==> config.mk <==
export PLATFORM = sky130hd
export DESIGN_NAME = mem_port_arbiter
export DESIGN_NICKNAME = d
export VERILOG_FILES = /design/src/rtl/mem_port_arbiter.sv
export SDC_FILE = /design/constraint.sdc
export NUM_CORES = 1
export LEC_CHECK = 0
export BUFFER_PORTS_ARGS = -buffer_cell sky130_fd_sc_hd__clkbuf_2
export CAP_MARGIN = 20
export CORE_MARGIN = 1
export CORE_UTILIZATION = 30
export CTS_CLUSTER_SIZE = 40
export DETAILED_ROUTE_END_ITERATION = 8
export PLACE_DENSITY = 0.63
export RECOVER_POWER = 50
export SYNTH_ARGS = -nofsm -noshare
export SYNTH_HDL_FRONTEND = slang
export SYNTH_SLANG_ARGS = --single-unit
==> constraint.sdc <==
create_clock -name clock -period 1.8 [get_ports clock]
set_input_delay 0.09 -clock clock [delete_from_list [all_inputs] [get_ports clock]]
set_output_delay 0.09 -clock clock [all_outputs]
set_load 0.05 [all_outputs]
==> src/rtl/mem_port_arbiter.sv <==
// rtl/mem_port_arbiter.sv - fetch/data arbiter onto one single-port memory
//
// Purpose: serialises instruction-fetch and data requests onto one shared
// memory port. One transaction runs at a time. A read takes three cycles to
// its ready pulse and a write takes two. Fetch and data alternate when both
// are requesting. Every output is registered.
//
// Ports:
//   clock, reset           sole clock; synchronous active-high reset
//   if_req/if_addr         fetch request (held until if_ready) and address
//   if_rdata/if_ready      fetched word and its one-cycle completion pulse
//   d_read/d_write         data request direction (held until d_ready)
//   d_addr/d_wdata         data address and write value
//   d_rdata/d_ready        read word and its one-cycle completion pulse
//   mem_addr/mem_wdata     shared memory address and write data
//   mem_read/mem_write     one-cycle memory strobes; never both high
//   mem_rdata              memory read data, valid the cycle after mem_read
//   busy                   high whenever a transaction is in flight
//   proto_err              sticky: d_read and d_write granted together
module mem_port_arbiter #(
  parameter int WIDTH = 16
) (
  input  logic             clock,
  input  logic             reset,
  input  logic             if_req,
  input  logic [WIDTH-1:0] if_addr,
  output logic [WIDTH-1:0] if_rdata,
  output logic             if_ready,
  input  logic             d_read,
  input  logic             d_write,
  input  logic [WIDTH-1:0] d_addr,
  input  logic [WIDTH-1:0] d_wdata,
  output logic [WIDTH-1:0] d_rdata,
  output logic             d_ready,
  output logic [WIDTH-1:0] mem_addr,
  output logic [WIDTH-1:0] mem_wdata,
  output logic             mem_read,
  output logic             mem_write,
  input  logic [WIDTH-1:0] mem_rdata,
  output logic             busy,
  output logic             proto_err
);

  typedef enum logic [2:0] {
    S_IDLE,
    S_ISSUE_RD,
    S_WAIT_RD,
    S_ISSUE_WR,
    S_DONE
  } state_t;

  state_t state, state_nxt;

  logic last_data;   // 0 = fetch was granted last, 1 = data was
  logic gnt_data;    // requester owning the current transaction
  logic d_req, pick_any, pick_data, pick_write;
  logic mem_read_nxt, mem_write_nxt, if_ready_nxt, d_ready_nxt, busy_nxt;

  // Data normally wins. Fetch wins only if data took the previous grant,
  // so neither side can starve the other.
  always_comb begin
    d_req      = d_read | d_write;
    pick_any   = d_req | if_req;
    pick_data  = d_req & ~(last_data & if_req);
    pick_write = pick_data & d_write;   // read+write together is a write
  end

  always_ff @(posedge clock) begin
    if (reset) begin
      state <= S_IDLE;
    end else begin
      state <= state_nxt;
    end
  end

  always_comb begin
    state_nxt = state;
    case (state)
      S_IDLE: begin
        if (pick_any) begin
          state_nxt = pick_write ? S_ISSUE_WR : S_ISSUE_RD;
        end
      end
      S_ISSUE_RD: state_nxt = S_WAIT_RD;
      S_WAIT_RD:  state_nxt = S_DONE;
      S_ISSUE_WR: state_nxt = S_DONE;
      S_DONE:     state_nxt = S_IDLE;
      default:    state_nxt = S_IDLE;
    endcase
  end

  // Outputs are decoded from the state being entered and then registered,
  // so each strobe is visible in the same cycle as its state.
  always_comb begin
    mem_read_nxt  = (state_nxt == S_ISSUE_RD);
    mem_write_nxt = (state_nxt == S_ISSUE_WR);
    busy_nxt      = (state_nxt != S_IDLE);
    if_ready_nxt  = (state_nxt == S_DONE) & ~gnt_data;
    d_ready_nxt   = (state_nxt == S_DONE) & gnt_data;
  end

  always_ff @(posedge clock) begin
    if (reset) begin
      last_data <= 1'b0;
      gnt_data  <= 1'b0;
      mem_addr  <= '0;
      mem_wdata <= '0;
      mem_read  <= 1'b0;
      mem_write <= 1'b0;
      if_rdata  <= '0;
      d_rdata   <= '0;
      if_ready  <= 1'b0;
      d_ready   <= 1'b0;
      busy      <= 1'b0;
      proto_err <= 1'b0;
    end else begin
      mem_read  <= mem_read_nxt;
      mem_write <= mem_write_nxt;
      if_ready  <= if_ready_nxt;
      d_ready   <= d_ready_nxt;
      busy      <= busy_nxt;
      // The memory-side address and data registers double as the grant
      // latches, so requester inputs are ignored after the grant.
      if (state == S_IDLE && pick_any) begin
        last_data <= pick_data;
        gnt_data  <= pick_data;
        mem_addr  <= pick_data ? d_addr : if_addr;
        if (pick_write) begin
          mem_wdata <= d_wdata;
        end
        if (pick_data && d_read && d_write) begin
          proto_err <= 1'b1;
        end
      end
      if (state == S_WAIT_RD) begin
        if (gnt_data) begin
          d_rdata <= mem_rdata;
        end else begin
          if_rdata <= mem_rdata;
        end
      end
    end
  end

endmodule
==> results.json, run 1 <==
{
  "vias": 3163,
  "remaining_drc_errors": 0,
  "grt_overflow": 0,
  "synth.top_cell.area_share_pct": 50.9,
  "yosys-top-cells-area": "dfxtp_1, a21oi_1, nand2_1, a311oi_1, buf_2",
  "mappedNetlistNets": 412,
  "startpoint_type": "register",
  "cts_setup_buffers": 0,
  "syn_area_um2": 2910,
  "drtIter0Drc": 124,
  "grt_busiest_layer": "met2",
  "grt_util_all_layers_pct": 17.7,
  "synthTopCellsByCount": "nand2_1, dfxtp_1, a21oi_1",
  "firstDrtPassIters": 4,
  "io_buffer_count": 138,
  "drtAntennaViolNets": 0,
  "yosysTopAreaCell": "dfxtp_1",
  "clockRootBuffer": "clkbuf_8",
  "met3_usage_pct": 4.16,
  "synth-edff-count": 0,
  "worst_clock_skew_ns": 0.00610,
  "grtUsageMet1_pct": 20.6,
  "pin_count": 139,
  "h-tree-depth": 3,
  "syn_avg_cell_area_um2": 8.48,
  "grt_pass1_vias": 3067,
  "cts_tree": "built",
  "hpwl_um": 5610,
  "ys_async_sr_fraction_pct": 0,
  "antennaDiodeCount": 0,
  "worst-path-max-fanout": 12,
  "grt_max_degree": 37,
  "start_util_pct": 31.2,
  "syn2layout_area_growth_pct": 55.3,
  "synth_ff_type": "dfxtp_1",
  "crit_arrival_ns": 1.79,
  "fin_tns_setup_ns": 0,
  "period_needed_ns": 1.57,
  "rows": 35,
  "num-nets-final": 609,
  "synthCells": 343,
  "p_total_mw": 5.03,
  "cts.sinks": 74,
  "synth_most_common_cell": "nand2_1",
  "ys_seq_elements": 74,
  "wl_per_cell_um": 13.0,
  "outcome": "completed",
  "globalRouteMet2Util_pct": 31.0,
  "synth-seq-area-share_pct": 50.9,
  "wl_um": 8740,
  "hold_viol": 0,
  "clk_latency_ns": 0.34,
  "crit_type": "reg2reg",
  "die-area_um2": 10100,
  "cp-end-kind": "register",
  "ir_drop_v": 0.000489,
  "cts-buffers-inserted": 9,
  "required_ns": 2.01,
  "clkTransAtPathRegs_ns": 0.08,
  "rsz0062_at_grt": "no",
  "gp_congestion": 0.701,
  "hold_class": "in2reg",
  "ys_warn_count": 0,
  "die_w_um": 100,
  "antenna_found_initial": 0,
  "relSlewSlack_pct": 53.2,
  "setup_viol": 0,
  "ctsResizeCount": 0,
  "die_y_um": 100,
  "fmax_mhz": 636,
  "p_leak_nw": 1.74,
  "vias_per_cell": 4.70,
  "power_density_nw_per_um2": 1110,
  "clockBufferDepth": 2,
  "maxCapViolCount": 0,
  "maxSlewViolCount": 0,
  "core_um2": 9330,
  "grt_pass1_wl_um": 14100,
  "yosysUniqueCellTypes": 33,
  "drive_gt1_share_pct": 21.1,
  "period_share_pct": 87.4,
  "tightest_slew_ns": 0.698,
  "fin_hold_ws_ns": 0.107
}
[metal layers]
metal  wire length [µm]  vias to the layer above
met2               4350                      115
met4                148                        0
met3                483                       14
met5                  0                        -
met1               3760                     1453
li1                   -                     1581
[stage by stage]
step	utilization (%)	area (µm²)	cells	worst slack [ns]
2_1_floorplan	-	2910	343	0.355
6_report	48.4	4520	673	0.227
3_5_place_dp	40.0	3730	594	0.248
3_3_place_gp	40.0	3730	594	0.277
4_1_cts	49.4	4610	673	0.242
5_1_grt	48.4	4520	673	0.102
[cell type report]
class,instances,area (µm²)
Fill cell,942,4810
Multi-Input combinational cell,239,1280
Sequential cell,74,1480
Timing Repair Buffer,216,1360
Clock inverter,5,103
Tap cell,129,161
Clock buffer,10,138
[report_power, final]
part	internal, mW	leakage (nW)	switching [mW]
combinational	0.468	1.02	1.10
sequential	1.81	0.605	0.108
clock	0.949	0.118	0.591
total	3.23	1.74	1.80
[critical path: stages, from the launching register on]
cell and delay (ns):
dfxtp_1 0.39, or3_1 0.55, buf_4 0.26, o21ai_1 0.15, a21oi_1 0.10
[registers in the layout, summed over array words and instances (netlist names)]
signal,cells
if_ready,1
mem_read,1
mem_write,1
d_rdata,16
proto_err,1
mem_addr,16
mem_wdata,16
busy,1
gnt_data,1
state,3
if_rdata,16
d_ready,1
[worst paths after layout]
path	startpoint	endpoint	slack [ns]	depth (start not counted)
worst min-delay path	d_read	proto_err	0.11	3
worst min register to register	d_rdata[7]	d_rdata[7]	0.45	2
worst max-delay path	state[1]	mem_wdata[15]	0.23	4
worst max register to register	state[1]	mem_wdata[15]	0.23	4
[what timing repair did]
action,CTS,global route
endpoints found under the setup margin,0,0
hold endpoints to repair,64,0
hold buffers,64,0
[cells by family (layout without fill, tap and decap cells)]
logic type | Yosys count | in the layout | synth area share [%]
DFF | 74 | 74 | 50.9
buffers and inverters | 30 | 231 | 5.38
AOI/OAI and AO/OA | 106 | 106 | 21.6
and+or+nand+nor | 133 | 133 | 22.1
[cell usage in the layout, fill, tap and decap left out, drive strengths merged, types with 4 or more instances in the layout]
cell	count
nand3	17
clkbuf	149
a311oi	16
dfxtp	74
nand2	98
nor2	4
o21ai	17
dlygate4sd3	64
a21oi	66
buf	13
(Power assumes the default switching activity.)
==> run 2: changes to the inputs <==
==> constraint.sdc (replaced) <==
create_clock -name clock -period 1.8 [get_ports clock]
set_input_delay 0.18 -clock clock [delete_from_list [all_inputs] [get_ports clock]]
set_output_delay 0.18 -clock clock [all_outputs]
set_load 0.05 [all_outputs]
==> results.json, run 2 (synthesis results as in run 1) <==
{
  "outcome": "completed",
  "maxSlewViolCount": 0,
  "relSlewSlack_pct": 53.8,
  "tightest_slew_ns": 0.689,
  "layout_commonest_cell": "nand2_1",
  "rr_startpoint": "state[1]",
  "num-nets-final": 545,
  "h-tree-depth": 3,
  "core_um2": 9330,
  "crit_end": "mem_wdata[12]",
  "start_util_pct": 31.2,
  "clockBufferDepth": 2,
  "holdBufCountCts": 0,
  "critical_path.slowest_cell": "or3_1",
  "cts-buffers-inserted": 9,
  "r2r_cells": 4,
  "hpwl_um": 5610,
  "n_fill_cell": 1002,
  "vias_per_cell": 4.78,
  "maxCapViolCount": 0,
  "wl_um": 7870,
  "pin_count": 139,
  "fmax_mhz": 645,
  "worstSetupStartpoint": "state[1]",
  "final_cell_mix": "nand2_1, dfxtp_1, clkbuf_2, clkbuf_1, a21oi_1",
  "ir_drop_v": 0.000474,
  "vias": 2914,
  "p_seq_share_pct": 39.0,
  "cts_setup_buffers": 0,
  "grt_max_degree": 37,
  "multiInputGateArea_um2": 1280,
  "fin_tns_setup_ns": 0,
  "hold_class": "in2reg",
  "syn2layout_area_growth_pct": 33.4,
  "gp_congestion": 0.701,
  "antennaDiodeCount": 0,
  "drtAntennaViolNets": 0,
  "grt_pass1_vias": 2739,
  "wl_per_cell_um": 12.9,
  "dpl_worst_slack_ns": 0.248,
  "p_int_mw": 3.14,
  "rrSetupSlack_ns": 0.25,
  "startpoint_type": "register",
  "cts_tree": "built",
  "ctsResizeCount": 0,
  "grt_overflow": 0,
  "die-area_um2": 10100,
  "worst_clock_skew_ns": 0.00689,
  "swShare_pct": 36.1,
  "cp-end-kind": "register",
  "rsz0062_at_grt": "no",
  "cts.sinks": 74,
  "io_buffer_count": 138,
  "crit_path_cell_trace": "or3_1 -> buf_4 -> o21ai_1 -> a21oi_1",
  "remaining_drc_errors": 0,
  "antenna_found_initial": 0,
  "worst-path-max-fanout": 12,
  "crit_arrival_ns": 1.77,
  "drive_gt1_share_pct": 24.4,
  "firstDrtPassIters": 4,
  "die_y_um": 100,
  "p_switching_mw": 1.77,
  "place_area_um2": 3730,
  "drtIter0Drc": 98,
  "setup_viol": 0,
  "clockRootBuffer": "clkbuf_8",
  "rows": 35,
  "grt_util_all_layers_pct": 15.9,
  "rr_endpoint": "mem_wdata[12]",
  "stdcell_area_um2": 3880,
  "hold_viol": 0,
  "critPathMaxStageDelay_ns": 0.55,
  "combPwrFrac_pct": 29.5,
  "p_leak_nw": 1.48,
  "seqCellArea_um2": 1480,
  "clkTransAtPathRegs_ns": 0.08,
  "period_needed_ns": 1.55,
  "die_w_um": 100,
  "fin_ws_ns": 0.250,
  "crit_type": "reg2reg",
  "pwr-share-clk_pct": 31.4,
  "power_density_nw_per_um2": 1270,
  "grt_pass1_wl_um": 12700,
  "period_share_pct": 86.1,
  "clk_latency_ns": 0.33,
  "required_ns": 2.02
}
==> run 2: cell count changes in the layout (fill, tap and decap cells not counted) <==
cell / previous run / this run
dlygate4sd3_1: 64 / 0
clkbuf_2: 68 / 70
and2_0: 0 / 1
and2_1: 1 / 0
clkbuf_1: 71 / 69
==> run 2: cell type report <==
class	instances	share of cell area, %
Sequential cell	74	38.2
Tap cell	129	4.16
Clock inverter	5	2.65
Timing Repair Buffer	152	18.5
Multi-Input combinational cell	239	32.9
Clock buffer	10	3.55
==> run 2: worst min-delay path by stage <==
stage	start	endpoint	cells past startpoint
6_report	mem_rdata[14]	d_rdata[14]	3
5_1_grt	mem_rdata[5]	d_rdata[5]	3
4_1_cts	d_wdata[14]	mem_wdata[14]	3
3_5_place_dp	d_wdata[14]	mem_wdata[14]	3
3_3_place_gp	mem_rdata[15]	d_rdata[15]	3
2_1_floorplan	mem_rdata[10]	if_rdata[10]	2
==> run 2: per-layer routing <==
| metal | GRT usage, % | routed length [µm] |
|---|---|---|
| met1 | 19.1 | 3580 |
| met2 | 26.7 | 3640 |
| met3 | 4.02 | 513 |
| met4 | 7.47 | 133 |
| met5 | 0 | 0 |
==> run 2: critical path, delay by kind of cell, from the launching register on <==
kind | cells | cell delay, ns
AOI/OAI and AO/OA | 2 | 0.24
buffers and inverters | 1 | 0.25
DFF | 1 | 0.39
and+or+nand+nor | 1 | 0.55
==> run 2: power by group through the flow <==
stage / Clock (mW) / Sequential [mW] / Combinational (mW)
after global placement: 0 / 1.95 / 1.48
after global routing: 1.66 / 1.94 / 1.56
after CTS: 1.59 / 1.92 / 1.51
after floorplan: 0 / 2.49 / 0.572
final: 1.54 / 1.92 / 1.45
after detailed placement: 0 / 1.96 / 1.51
==> run 2: metrics by stage <==
step | cells | utilization [%] | power [mW] | hold slack [ns]
6_report | 609 | 41.6 | 4.91 | 0.0685
5_1_grt | 609 | 41.6 | 5.16 | 0.0581
4_1_cts | 609 | 42.5 | 5.02 | 0.0460
3_5_place_dp | 594 | 40.0 | 3.46 | 0.424
3_3_place_gp | 594 | 40.0 | 3.44 | 0.418
2_1_floorplan | 343 | - | 3.06 | 0.316
==> run 3: changes to the inputs <==
--- a/config.mk
+++ b/config.mk
@@ -11,7 +11,7 @@
 export CORE_UTILIZATION = 30
 export CTS_CLUSTER_SIZE = 40
 export DETAILED_ROUTE_END_ITERATION = 8
-export PLACE_DENSITY = 0.63
+export PLACE_DENSITY = 0.62
 export RECOVER_POWER = 50
 export SYNTH_ARGS = -nofsm -noshare
 export SYNTH_HDL_FRONTEND = slang
==> constraint.sdc (replaced) <==
create_clock -name clock -period 1.3 [get_ports clock]
set_input_delay 0.13 -clock clock [delete_from_list [all_inputs] [get_ports clock]]
set_output_delay 0.13 -clock clock [all_outputs]
set_load 0.05 [all_outputs]
==> results.json, run 3 (synthesis results as in run 1) <==
{
  "antennaDiodeCount": 0,
  "critPathMaxStageDelay_ns": 0.35,
  "drtAntennaViolNets": 0,
  "worst_clock_skew_ns": 0.00916,
  "clockRootBuffer": "clkbuf_8",
  "clockBufferDepth": 2,
  "grt_pass1_wl_um": 12900,
  "rsz0062_at_grt": "yes",
  "holdBufCountCts": 0,
  "fin_ws_ns": -0.0748,
  "crit_arrival_ns": 1.64,
  "cts_tree": "built",
  "tightest_slew_ns": 0.390,
  "crit_type": "reg2reg",
  "rrSetupSlack_ns": -0.07,
  "firstDrtPassIters": 4,
  "clk_latency_ns": 0.34,
  "clkTransAtPathRegs_ns": 0.08,
  "critical_path.slowest_cell": "dfxtp_2",
  "p_leak_nw": 1.98,
  "gp_congestion": 0.732,
  "start_util_pct": 31.2,
  "period_share_pct": 106,
  "grt_pass1_vias": 2820,
  "dpl_worst_slack_ns": -0.116,
  "wl_um": 8290,
  "cts.sinks": 74,
  "whs_endpoint": "mem_wdata[0]",
  "syn2layout_area_growth_pct": 54.0,
  "core_um2": 9330,
  "remaining_drc_errors": 0,
  "relSlewSlack_pct": 73.9,
  "rows": 35,
  "rr_endpoint": "d_rdata[12]",
  "die-area_um2": 10100,
  "r2r_cells": 6,
  "n_fill_cell": 949,
  "maxSlewViolCount": 0,
  "cts-buffers-inserted": 9,
  "hold_class": "in2reg",
  "maxCapViolCount": 0,
  "grt_overflow": 0,
  "cp-end-kind": "register",
  "die_y_um": 100,
  "wl_per_cell_um": 13.3,
  "period_needed_ns": 1.37,
  "io_buffer_count": 138,
  "grt_max_degree": 31,
  "crit_path_cell_trace": "buf_8 -> nor4bb_4 -> buf_4 -> clkbuf_16 -> nand2_4 -> a21oi_2",
  "drive_gt1_share_pct": 49.5,
  "min_path_cells": 3,
  "fmax_mhz": 727,
  "final_cell_mix": "clkbuf_2, nand2_1, dfxtp_1, a21oi_1, a21oi_2",
  "antenna_found_initial": 0,
  "setup_viol": 34,
  "worst-path-max-fanout": 8,
  "vias_per_cell": 4.77,
  "ir_drop_v": 0.000684,
  "hpwl_um": 5580,
  "power_density_nw_per_um2": 1620,
  "required_ns": 1.57,
  "rr_startpoint": "gnt_data",
  "die_w_um": 100,
  "outcome": "finished with violations",
  "min_from": "d_wdata[0]",
  "layout_commonest_cell": "clkbuf_2",
  "grt_util_all_layers_pct": 16.1,
  "hold_viol": 0,
  "startpoint_type": "register",
  "drtIter0Drc": 66,
  "vias": 2964,
  "num-nets-final": 558,
  "h-tree-depth": 3,
  "pin_count": 139,
  "fin_tns_setup_ns": -1.05,
  "violations": "setup timing"
}
==> run 3: cell count changes in the layout (fill, tap and decap cells not counted), moves of 8 or more <==
cell      change
nand2_4      +13
a21oi_1      -18
a21oi_2      +18
nand2_1      -15
buf_12        +8
clkbuf_1     -69
clkbuf_2     +68
==> run 3: worst max-delay path: cells and delay by family (launching register included) <==
kind,cells,cell delay (ns)
AOI/OAI and AO/OA,1,0.12
buffers and inverters,3,0.50
DFF,1,0.35
and+or+nand+nor,2,0.33
==> run 3: power by group <==
part           switching, mW  total, mW  internal (mW)
Clock                  0.839       2.15           1.31
Combinational           1.61       2.43          0.815
Sequential             0.140       2.65           2.51
Total                   2.59       7.23           4.64
==> run 3: repair_timing <==
item	CTS	global route
resized for setup	6	64
endpoints found under the hold margin	0	0
setup endpoints to repair	50	67
cloned	0	2
pin swaps	0	33
setup buffers	0	4
==> run 3: routing by layer <==
layer  track usage, %  vias up  share of wire, %
met1             20.1     1371                44
met3             3.19        8               5.4
met4             6.13        0              0.66
li1                 -     1481                 -
met5                0        -                 0
met2             27.6      104                50
==> run 3: worst max path at each step <==
stage | slack, ns | endpoint | startpoint
6_report | -0.07 | d_rdata[12] | gnt_data
3_5_place_dp | -0.12 | mem_wdata[9] | state[0]
5_1_grt | -0.13 | d_rdata[12] | gnt_data
4_1_cts | -0.01 | if_rdata[10] | state[0]
2_1_floorplan | -0.12 | if_rdata[10] | state[2]
3_3_place_gp | -0.06 | mem_wdata[3] | state[0]
==> run 3: through the flow <==
step	power (mW)	cell area, µm²	utilization (%)	hold slack (ns)	instances
final	7.23	4480	48.0	0.0187	622
after global routing	7.61	4480	48.0	0.00929	622
after CTS	7.11	4150	44.5	0.00184	616
after detailed placement	4.90	3880	41.6	0.374	601
after global placement	4.88	3880	41.6	0.369	601
after floorplan	4.27	2940	-	0.266	343
==> run 3: area by class of cell <==
class	count	area, µm²	area share, %
Multi-Input combinational cell	239	1520	34.0
Sequential cell	74	1490	33.2
Timing Repair Buffer	165	1070	23.8
Tap cell	129	161	3.61
Clock buffer	10	138	3.07
Clock inverter	5	103	2.29
